<file path="src/rtl/melody_pkg.sv">
// melody_pkg: pitch codes, base note frequencies, sequence entry layout and FSM states
package melody_pkg;

    localparam logic [3:0] PITCH_REST = 4'd0;
    localparam logic [3:0] PITCH_END  = 4'd15;

    // C4 D4 E4 F4 G4 A4 B4 in Hz
    localparam int unsigned BASE_HZ [7] = '{262, 294, 330, 349, 392, 440, 494};

    typedef struct packed {
        logic [3:0]  pitch;
        logic [11:0] dur;
    } entry_t;

    typedef enum logic [2:0] {S_IDLE, S_FETCH, S_DECODE, S_PLAY, S_GAP} state_t;

endpackage

</file>
<file path="src/rtl/melody_tick_gen.sv">
// melody_tick_gen: duration prescaler, one-cycle tick every len cycles, restartable
module melody_tick_gen (
    input  logic        clk,
    input  logic        reset,
    input  logic        restart,
    input  logic [31:0] len,
    output logic        tick
);

    logic [31:0] cnt;

    assign tick = (cnt + 32'd1) >= len;

    // count up, wrap on tick, zero on restart so every interval starts fresh
    always_ff @(posedge clk) begin
        if (reset || restart)
            cnt <= '0;
        else
            cnt <= tick ? '0 : cnt + 32'd1;
    end

endmodule

</file>
<file path="src/rtl/melody_sequencer.sv">
// melody_sequencer: plays a writable {pitch, duration} table as half_period/note_enable.
// Optional TEMPO_CTRL_EN adds tempo_shift[1:0] shortening the duration tick.
module melody_sequencer
    import melody_pkg::*;
#(
    parameter int CLK_FREQ  = 25000000,
    parameter int NUM_NOTES = 16,
    parameter int TICK_DIV  = 25000,
    parameter int GAP_TICKS = 20
) (
    input  logic                         clk,
    input  logic                         reset,
    input  logic                         wr_en,
    input  logic [$clog2(NUM_NOTES)-1:0] wr_addr,
    input  logic [15:0]                  wr_data,
    input  logic                         start,
    input  logic                         stop,
    input  logic                         loop_en,
`ifdef TEMPO_CTRL_EN
    input  logic [1:0]                   tempo_shift,
`endif
    output logic                         note_enable,
    output logic [31:0]                  half_period,
    output logic                         busy,
    output logic                         done,
    output logic [$clog2(NUM_NOTES)-1:0] cur_index
);

    localparam logic [31:0] HP [8] = '{
        32'(CLK_FREQ / (2 * BASE_HZ[0])), 32'(CLK_FREQ / (2 * BASE_HZ[1])),
        32'(CLK_FREQ / (2 * BASE_HZ[2])), 32'(CLK_FREQ / (2 * BASE_HZ[3])),
        32'(CLK_FREQ / (2 * BASE_HZ[4])), 32'(CLK_FREQ / (2 * BASE_HZ[5])),
        32'(CLK_FREQ / (2 * BASE_HZ[6])), 32'd0
    };

    entry_t                         ram [NUM_NOTES];
    entry_t                         ent;
    state_t                         state, nxt;
    logic [$clog2(NUM_NOTES)-1:0]   idx_nxt;
    logic [11:0]                    ticks;
    logic [31:0]                    tick_len, hp_dec;
    logic [2:0]                     note_idx;
    logic                           start_q, tick, restart, fin, adv, ending;

    assign busy     = state != S_IDLE;
    assign restart  = nxt != state;
    assign note_idx = ent.pitch[3] ? ent.pitch[2:0] : ent.pitch[2:0] - 3'd1;
    assign hp_dec   = ent.pitch[3] ? HP[note_idx] >> 1 : HP[note_idx];

`ifdef TEMPO_CTRL_EN
    logic [1:0] shift_q;
    // tempo is frozen per entry at decode
    always_ff @(posedge clk) begin
        if (reset)
            shift_q <= 2'd0;
        else if (state == S_DECODE)
            shift_q <= tempo_shift;
    end
    assign tick_len = 32'(TICK_DIV) >> shift_q;
`else
    assign tick_len = 32'(TICK_DIV);
`endif

    melody_tick_gen u_tick (
        .clk     (clk),
        .reset   (reset),
        .restart (restart),
        .len     (tick_len),
        .tick    (tick)
    );

    // sequence RAM; contents are not reset
    always_ff @(posedge clk) begin
        if (wr_en)
            ram[wr_addr] <= entry_t'(wr_data);
    end

    // next state: playback walk, end handling, stop overrides everything
    always_comb begin
        nxt     = state;
        idx_nxt = cur_index;
        fin     = 1'b0;
        adv     = 1'b0;
        ending  = 1'b0;
        case (state)
            S_IDLE:   if (start_q) begin
                          nxt     = S_FETCH;
                          idx_nxt = '0;
                      end
            S_FETCH:  nxt = S_DECODE;
            S_DECODE: if (ent.pitch == PITCH_END)
                          ending = 1'b1;
                      else if (ent.dur == 12'd0)
                          adv = 1'b1;
                      else
                          nxt = S_PLAY;
            S_PLAY:   if (tick && ticks == ent.dur - 12'd1) begin
                          if (GAP_TICKS == 0)
                              adv = 1'b1;
                          else
                              nxt = S_GAP;
                      end
            S_GAP:    adv = tick && ticks == 12'(GAP_TICKS - 1);
            default:  nxt = S_IDLE;
        endcase
        if (adv) begin
            if (&cur_index)
                ending = 1'b1;
            else begin
                nxt     = S_FETCH;
                idx_nxt = cur_index + 1'b1;
            end
        end
        if (ending) begin
            nxt     = loop_en ? S_FETCH : S_IDLE;
            idx_nxt = loop_en ? '0 : cur_index;
            fin     = !loop_en;
        end
        if (stop) begin
            nxt = S_IDLE;
            fin = 1'b0;
        end
    end

    // state, registered start request, entry fetch and output registers
    always_ff @(posedge clk) begin
        if (reset) begin
            state       <= S_IDLE;
            cur_index   <= '0;
            ent         <= '0;
            ticks       <= '0;
            start_q     <= 1'b0;
            note_enable <= 1'b0;
            half_period <= '0;
            done        <= 1'b0;
        end else begin
            state       <= nxt;
            cur_index   <= idx_nxt;
            done        <= fin;
            start_q     <= start && !stop && state == S_IDLE && !start_q;
            ticks       <= restart ? '0 : ticks + 12'(tick);
            note_enable <= nxt == S_PLAY && ent.pitch != PITCH_REST;
            if (state == S_FETCH)
                ent <= ram[cur_index];
            if (state == S_DECODE && nxt == S_PLAY && ent.pitch != PITCH_REST)
                half_period <= hp_dec;
        end
    end

endmodule
</file>
<file path="config.mk">
export PLATFORM = sky130hd
export DESIGN_NAME = melody_sequencer
export DESIGN_NICKNAME = d
export VERILOG_FILES = /design/src/rtl/melody_pkg.sv /design/src/rtl/melody_tick_gen.sv /design/src/rtl/melody_sequencer.sv
export SDC_FILE = /design/constraint.sdc
export NUM_CORES = 1
export LEC_CHECK = 0
export ABC_CLOCK_PERIOD_IN_PS = 4100
export BUFFER_PORTS_ARGS = -buffer_cell sky130_fd_sc_hd__buf_2
export CAP_MARGIN = 20
export CORE_AREA = 2 2 169 171
export CTS_BUF_LIST = sky130_fd_sc_hd__clkbuf_4 sky130_fd_sc_hd__clkbuf_8 sky130_fd_sc_hd__clkbuf_16
export DETAILED_ROUTE_END_ITERATION = 7
export DIE_AREA = 0 0 171 173
export PLACE_DENSITY_LB_ADDON = 0.25
export SLEW_MARGIN = 30
export SYNTH_ARGS = -nofsm -noshare
export SYNTH_HDL_FRONTEND = slang
export SYNTH_SLANG_ARGS = --single-unit
</file>
<file path="constraint.sdc">
create_clock -name clk -period 4.1 [get_ports clk]
set_input_delay 0.41 -clock clk [delete_from_list [all_inputs] [get_ports clk]]
set_output_delay 0.41 -clock clk [all_outputs]
set_load 0.01 [all_outputs]
</file>
* Word level (Yosys, flattened, before mapping) *
Memory sizes are Yosys's and may differ from the RTL's. A register that Yosys moved wholly into a read port is not among the register bits.
Index checks and enable logic that the tools add are counted.

word-level totals
  bits in read-only memories = 256
  bits in writable memories = 256
  memories = 2
  word-level logic and storage cells = 78
  register bits = 86
  output and inout bits = 39

memories
  memory            depth  width  rd ports  clocked after Yosys merged registers in  wr ports  RTL line                text
  (name not given)  8      32     1         0                                        0         melody_sequencer.sv:48  assign hp_dec = ent.pitch[3] ? HP[note_idx] >> 1 : HP[note_idx];
  ram               16     16     1         1                                        1         melody_sequencer.sv:36  entry_t ram [NUM_NOTES];

operators by class
  order comparisons = 2
  reduce and logical (&&, ||, !) cells = 20
  equal/unequal tests = 10
  bitwise gates (word level) = 2
  multiplexer cells = 29
  add/subtract/negate cells = 5

operators with widths
  cell                                                                  number
  two-way mux 32 bit                                                    3
  adder 32 x 1 -> 32 bit (second input constant)                        1
  greater-or-equal comparator 32 x 15 -> 1 bit (second input constant)  1
  two-way mux 3 bit                                                     9
  two-way mux 4 bit                                                     6
  case mux 3 bit (5 select lines)                                       1
  adder 12 x 1 -> 12 bit                                                1
  == test 12 bit                                                        1
  == test 12 x 5 -> 1 bit (second input constant)                       1
  zero test 12 bit                                                      1
  subtractor 12 x 1 -> 12 bit (second input constant)                   1
  == test 3 x 2 -> 1 bit (second input constant)                        3
  two-way mux 1 bit                                                     9
  logical AND 1 bit                                                     8
  adder 4 x 1 -> 4 bit (second input constant)                          1
  == test 4 bit (second input constant)                                 1
  greater-or-equal comparator 4 bit (second input constant)             1
  NOT 3 -> 4 bit                                                        1
  AND reduction 4 bit                                                   1
  nonzero test 4 bit                                                    1
  OR reduction 2 bit                                                    2
  == test 3 x 1 -> 1 bit (second input constant)                        1
  == test 3 bit (second input constant)                                 1
  zero test 1 bit                                                       3
  other kinds (9)                                                       9

* Logic depth before layout (Yosys ltp) *
  depth after elaboration = 12
  depth in mapped cells = 16
  depth with buffers taken out = 14

* By module *
From an unflattened synthesis, not the netlist that was laid out.

second synthesis, totals
  cells, all modules = 1071
  area total of the unflattened synthesis = 15431.0 um^2

modules (own cells, without submodules)
  module            times used  cells an instance  area each (um^2)  seq. area each (um^2)
  melody_sequencer  1           814                13188.9           8768.4
  melody_tick_gen   1           257                2242.2            640.6

* Worst setup path before layout *
Ideal clock, no wire load.

  path kind = register -> register
  start point = register u_tick.cnt[0]
  end point = register u_tick.cnt[10]
  path slack = 675 ps
  setup time = 73 ps
  required time = 4027 ps
  clock period less this slack = 3425 ps
  stages on the path, launching flop included = 15
  data arrival time = 3352 ps
  cells stage by stage = dfxtp_1 ha_1 clkbuf_1 and4_1 clkbuf_1 nand3_1 nor4b_1 o21ai_0 a211oi_1 nand4_2 a211o_1 and2_4 o31a_1 buf_6 nor3_2

between the ends
  word-level cells in the longest chain between the ends = 12
  elaborated cells on any way between the ends = 15
  those cells by class = add/sub (1); order compare (1); eq/ne (1); mux (8); reduce/logical (4)

RTL lines
  element                                       RTL line                                      text
  from (decl)                                   melody_tick_gen.sv:10                         logic [31:0] cnt;
  from (signal assigned)                        melody_tick_gen.sv:19                         cnt <= tick ? '0 : cnt + 32'd1;
  adder 32 x 1 -> 32 bit (*)                    melody_tick_gen.sv:12, melody_tick_gen.sv:19
  greater-or-equal comparator 32 x 15 -> 1 bit  melody_tick_gen.sv:12                         assign tick = (cnt + 32'd1) >= len;
  logical AND 1 bit                             melody_sequencer.sv:97                        S_PLAY: if (tick && ticks == ent.dur - 12'd1) begin
  two-way mux 3 bit                             melody_sequencer.sv:97
  case mux 3 bit (5 select lines)               melody_sequencer.sv:85                        case (state)
  two-way mux 3 bit                             melody_sequencer.sv:107                       if (&cur_index)
  two-way mux 3 bit                             melody_sequencer.sv:106                       if (adv) begin
  two-way mux 3 bit                             melody_sequencer.sv:114                       if (ending) begin
  two-way mux 3 bit                             melody_sequencer.sv:119                       if (stop) begin
  inequality test 3 bit                         melody_sequencer.sv:46                        assign restart = nxt != state;
  logical OR 1 bit                              melody_tick_gen.sv:16                         if (reset || restart)
  OR reduction 2 bit (no source line)           --

Mark *: on every way between the ends. The rest lies on a longest branch, timed or not.
A chain may end at the register's enable or synchronous reset.

* Worst setup path after layout *
  start point = register u_tick.cnt[0]
  end point = register u_tick.cnt[14]

Same word-level chain as after synthesis.

==> results.md <==
- Largest net degree at the start of global routing: 57
- Routed len/inst: around 21 um
- Worst path cell trace: ha_1, nand4_1, nor4_1, xnor2_1, nand2_1, or4_1, a31oi_1, nand3_1, or3_1, nor3_2
- Placed cell count: about 1500
- Maximum vdd drop: 0.386 mV
- R2R Path Start: u_tick.cnt[0]$_SDFF_PP0_
- Post-route minimum period: 3770 ps
- Worst path bufs/invs: 0
- # diodes: 0
- Area delta synth->final: 13.9%
- RSZ-0062 raised after global routing: no
- Initial core utilization: a little over half
- CTS tree: yes
- Leak: approximately 5.8 nW
- Grt ovf: 0
- Kind of critical path: register to register
- Worst hold stages: 2
- Syn Inst Count: approximately 1100
- First-pass GRT wire length: slightly below 50000 um
- Placer Congestion: 0.888
- Hpwl dp: around 20000 um
- Reg2reg path depth: 10
- Initial antenna violation count: 1
- Net Sw Frac: between 20% and 30%
- Port bufs: between 40 and 50
- Top cells by area, synth: edfxtp_1 (51%), mux4_2 (12%), dfxtp_1 (11%)
- DRT Pass-1 Iters: 5
- Comb power frac: about 3.2%
- Filler cell count: about 2100
- DRT iter0 DRCs: 940
- ANT nets after route: 0
- Most area-hungry cell type in the Yosys netlist: edfxtp_1
- Cell row count: slightly above 60
- Number of global-route vias before repair: slightly below 9000
- Final worst path period share: 92.0%
- Non-Filler Instances: about 1500
- Post-synth EDFFs: approximately 260
- Status: finished, final reports clean
- Setup violators final: 0
- Endpoint class of the critical path: register
- Core Region: around 28000 um2
- Area of the multi-input gates: approximately 5400 um2
- Layout cells sized above 1: 23.7%
- Chip Width: about 170 um
- Remaining DRCs: 0
- Slew margin rel.: between 40% and 50%
- Min-delay src: start
- Skew final: between 15 and 20 ps
- Slowest-stage cell, CP: or3_1
- H-tree depth: 2
- GRT Total Usage: 21.9%
- Main synth FF type: edfxtp_1
- Number of setup buffers added after CTS: 0
- Vias/cell: 5.86
- Cell area after synthesis: 15000 um2
- Yosys top cell area share: roughly half
- Critical path's largest stage delay: between 500 and 600 ps
- FMAX: around 270 MHz
- Commonest cells post-synth: edfxtp_1 (256), dfxtp_1 (86), mux4_2 (80)
- Async S/R FF share, synth: 0%
- Pwr Density: approximately 440 nW/um2
- Req. time, crit path: approximately 4600 ps
- Setup ws final: ~330 ps
- Fin nets: between 1000 and 1500
- Hold WS: about 140 ps
- Cts bufs inserted: 37
- Final Util: roughly three fifths
- #FFs+latches synth: roughly 340
- Setup Slack @ Placement: 215 ps
- Sequential cell area: 9410 um2
- Clk pwr share: between 40% and 50%
- Detailed Route WL: 31900 um
- Root Buffer Master: clkbuf_16
- Crit path depth: 10
- Worst Setup SP: u_tick.cnt[0]$_SDFF_PP0_
- Hold/Removal Path Class: input pin to register
- Sequential area share after synthesis: between 60% and 70%
- Yosys cell types: 73
- CP max FO: 15
- Arrival time worst endpoint: around 4200 ps
- Worst-skew pair later-pin latency: 530 ps
- Setup Total Neg Slack: 0 ps
- Sink Count: between 300 and 400
- Cell Int Power: ~6 mW
- Clk pin slew, worst setup/hold paths: around 60 ps
- Max-cap violation count: 0
- Final Hold Fails: 0
- Slew @ Worst Pin: around 820 ps
- Startpoint types: register
- Ports: 65
- Most frequent cell after synthesis: edfxtp_1
- Ys Warns: 0
- Sequential share of power: roughly 51%
- Mapped Avg Cell Area: approximately 14 um2
- Vias: roughly 9000
- Delay-heaviest family, CP: simple AND/OR/NAND/NOR gates
- Final max-slew violation count: 0
- Switching power: between 1.5 and 2 mW
- Die area: around 30000 um2
- CTS max path bufs: 3
- Die Span Y: 173 um
## through the flow
stage | instance area [um2] | total power, mW
final | 17100 | 7.53
after global routing | 17100 | 7.76
after global placement | 15800 | 4.12
after CTS | 17100 | 7.59
after detailed placement | 15800 | 4.13
after floorplan | 15200 | 4.04
## per-layer routing
layer	global-route usage [%]	vias up	share of wire (%)
met2	36.0	288	49
met4	5.97	2	2.1
met1	30.2	4467	42
met3	4.10	49	6.2
li1	-	4202	-
met5	0	-	0.041
## flip-flops by register name (all words and copies together) (netlist names)
name,count
done,1
ram,256
start_q,1
state,3
ticks,12
note_enable,1
cur_index,4
ent,16
half_period,16
u_tick.cnt,32
## repair_timing
action                                 4_1_cts  5_1_grt
endpoints found under the hold margin        0        0
setup endpoints to repair                    0        5
hold buffers                                 0        0
gates resized for setup                      0        2
## cell usage in the layout, fill, tap and decap left out, types with 21 or more instances in the layout
cell type / instances
a21oi_1: 48
buf_2: 47
buf_4: 30
clkbuf_16: 38
conb_1: 33
dfxtp_1: 84
edfxtp_1: 256
inv_1: 24
mux4_2: 80
nand2_1: 77
nand3_1: 24
nor2_1: 59
nor3_1: 30
xnor2_1: 21
xor2_1: 22
## power by group through the flow
| stage | logic (mW) | registers (mW) | clock network [mW] |
|---|---|---|---|
| 5_1_grt | 0.271 | 3.82 | 3.66 |
| 3_3_place_gp | 0.237 | 3.89 | 0 |
| 4_1_cts | 0.243 | 3.82 | 3.53 |
| 2_1_floorplan | 0.164 | 3.88 | 0 |
| 3_5_place_dp | 0.242 | 3.89 | 0 |
| 6_report | 0.244 | 3.82 | 3.47 |
## final cells by class
class | count | area share [%]
Clock buffer | 46 | 5.94
Clock inverter | 22 | 1.61
Inverter | 25 | 0.548
Multi-Input combinational cell | 645 | 31.2
Sequential cell | 342 | 55.0
Tap cell | 378 | 2.76
Timing Repair Buffer | 79 | 2.92
## worst reg2reg max path, stage by stage (launching register included)
cell and delay [ps]:
dfxtp_1 430, ha_1 360, nand4_1 280, nor4_1 410, xnor2_1 160, nand2_1 120
or4_1 500, a31oi_1 300, nand3_1 500, or3_1 530, nor3_2 120
## path summary, 6_finish.rpt
path | end | slack [ps]
hold reg to reg | half_period[1]$_SDFFE_PP0P_ | 450
hold / removal | start_q$_SDFF_PP0_ | 140
setup / recovery | u_tick.cnt[14]$_SDFF_PP0_ | 330
setup reg to reg | u_tick.cnt[14]$_SDFF_PP0_ | 330
## cell families after synthesis
family	after synthesis	share of synthesized area (%)
other	1	0.0249
multiplexers	89	12.6
adder cells (fa/ha/maj)	12	0.998
buffers and inverters	105	3.15
AND/OR/NAND/NOR	339	12.3
XOR/XNOR	43	2.50
flip-flops	342	62.6
AO/OA/AOI/OAI	129	5.86
Power figures use the tool's default switching activity.
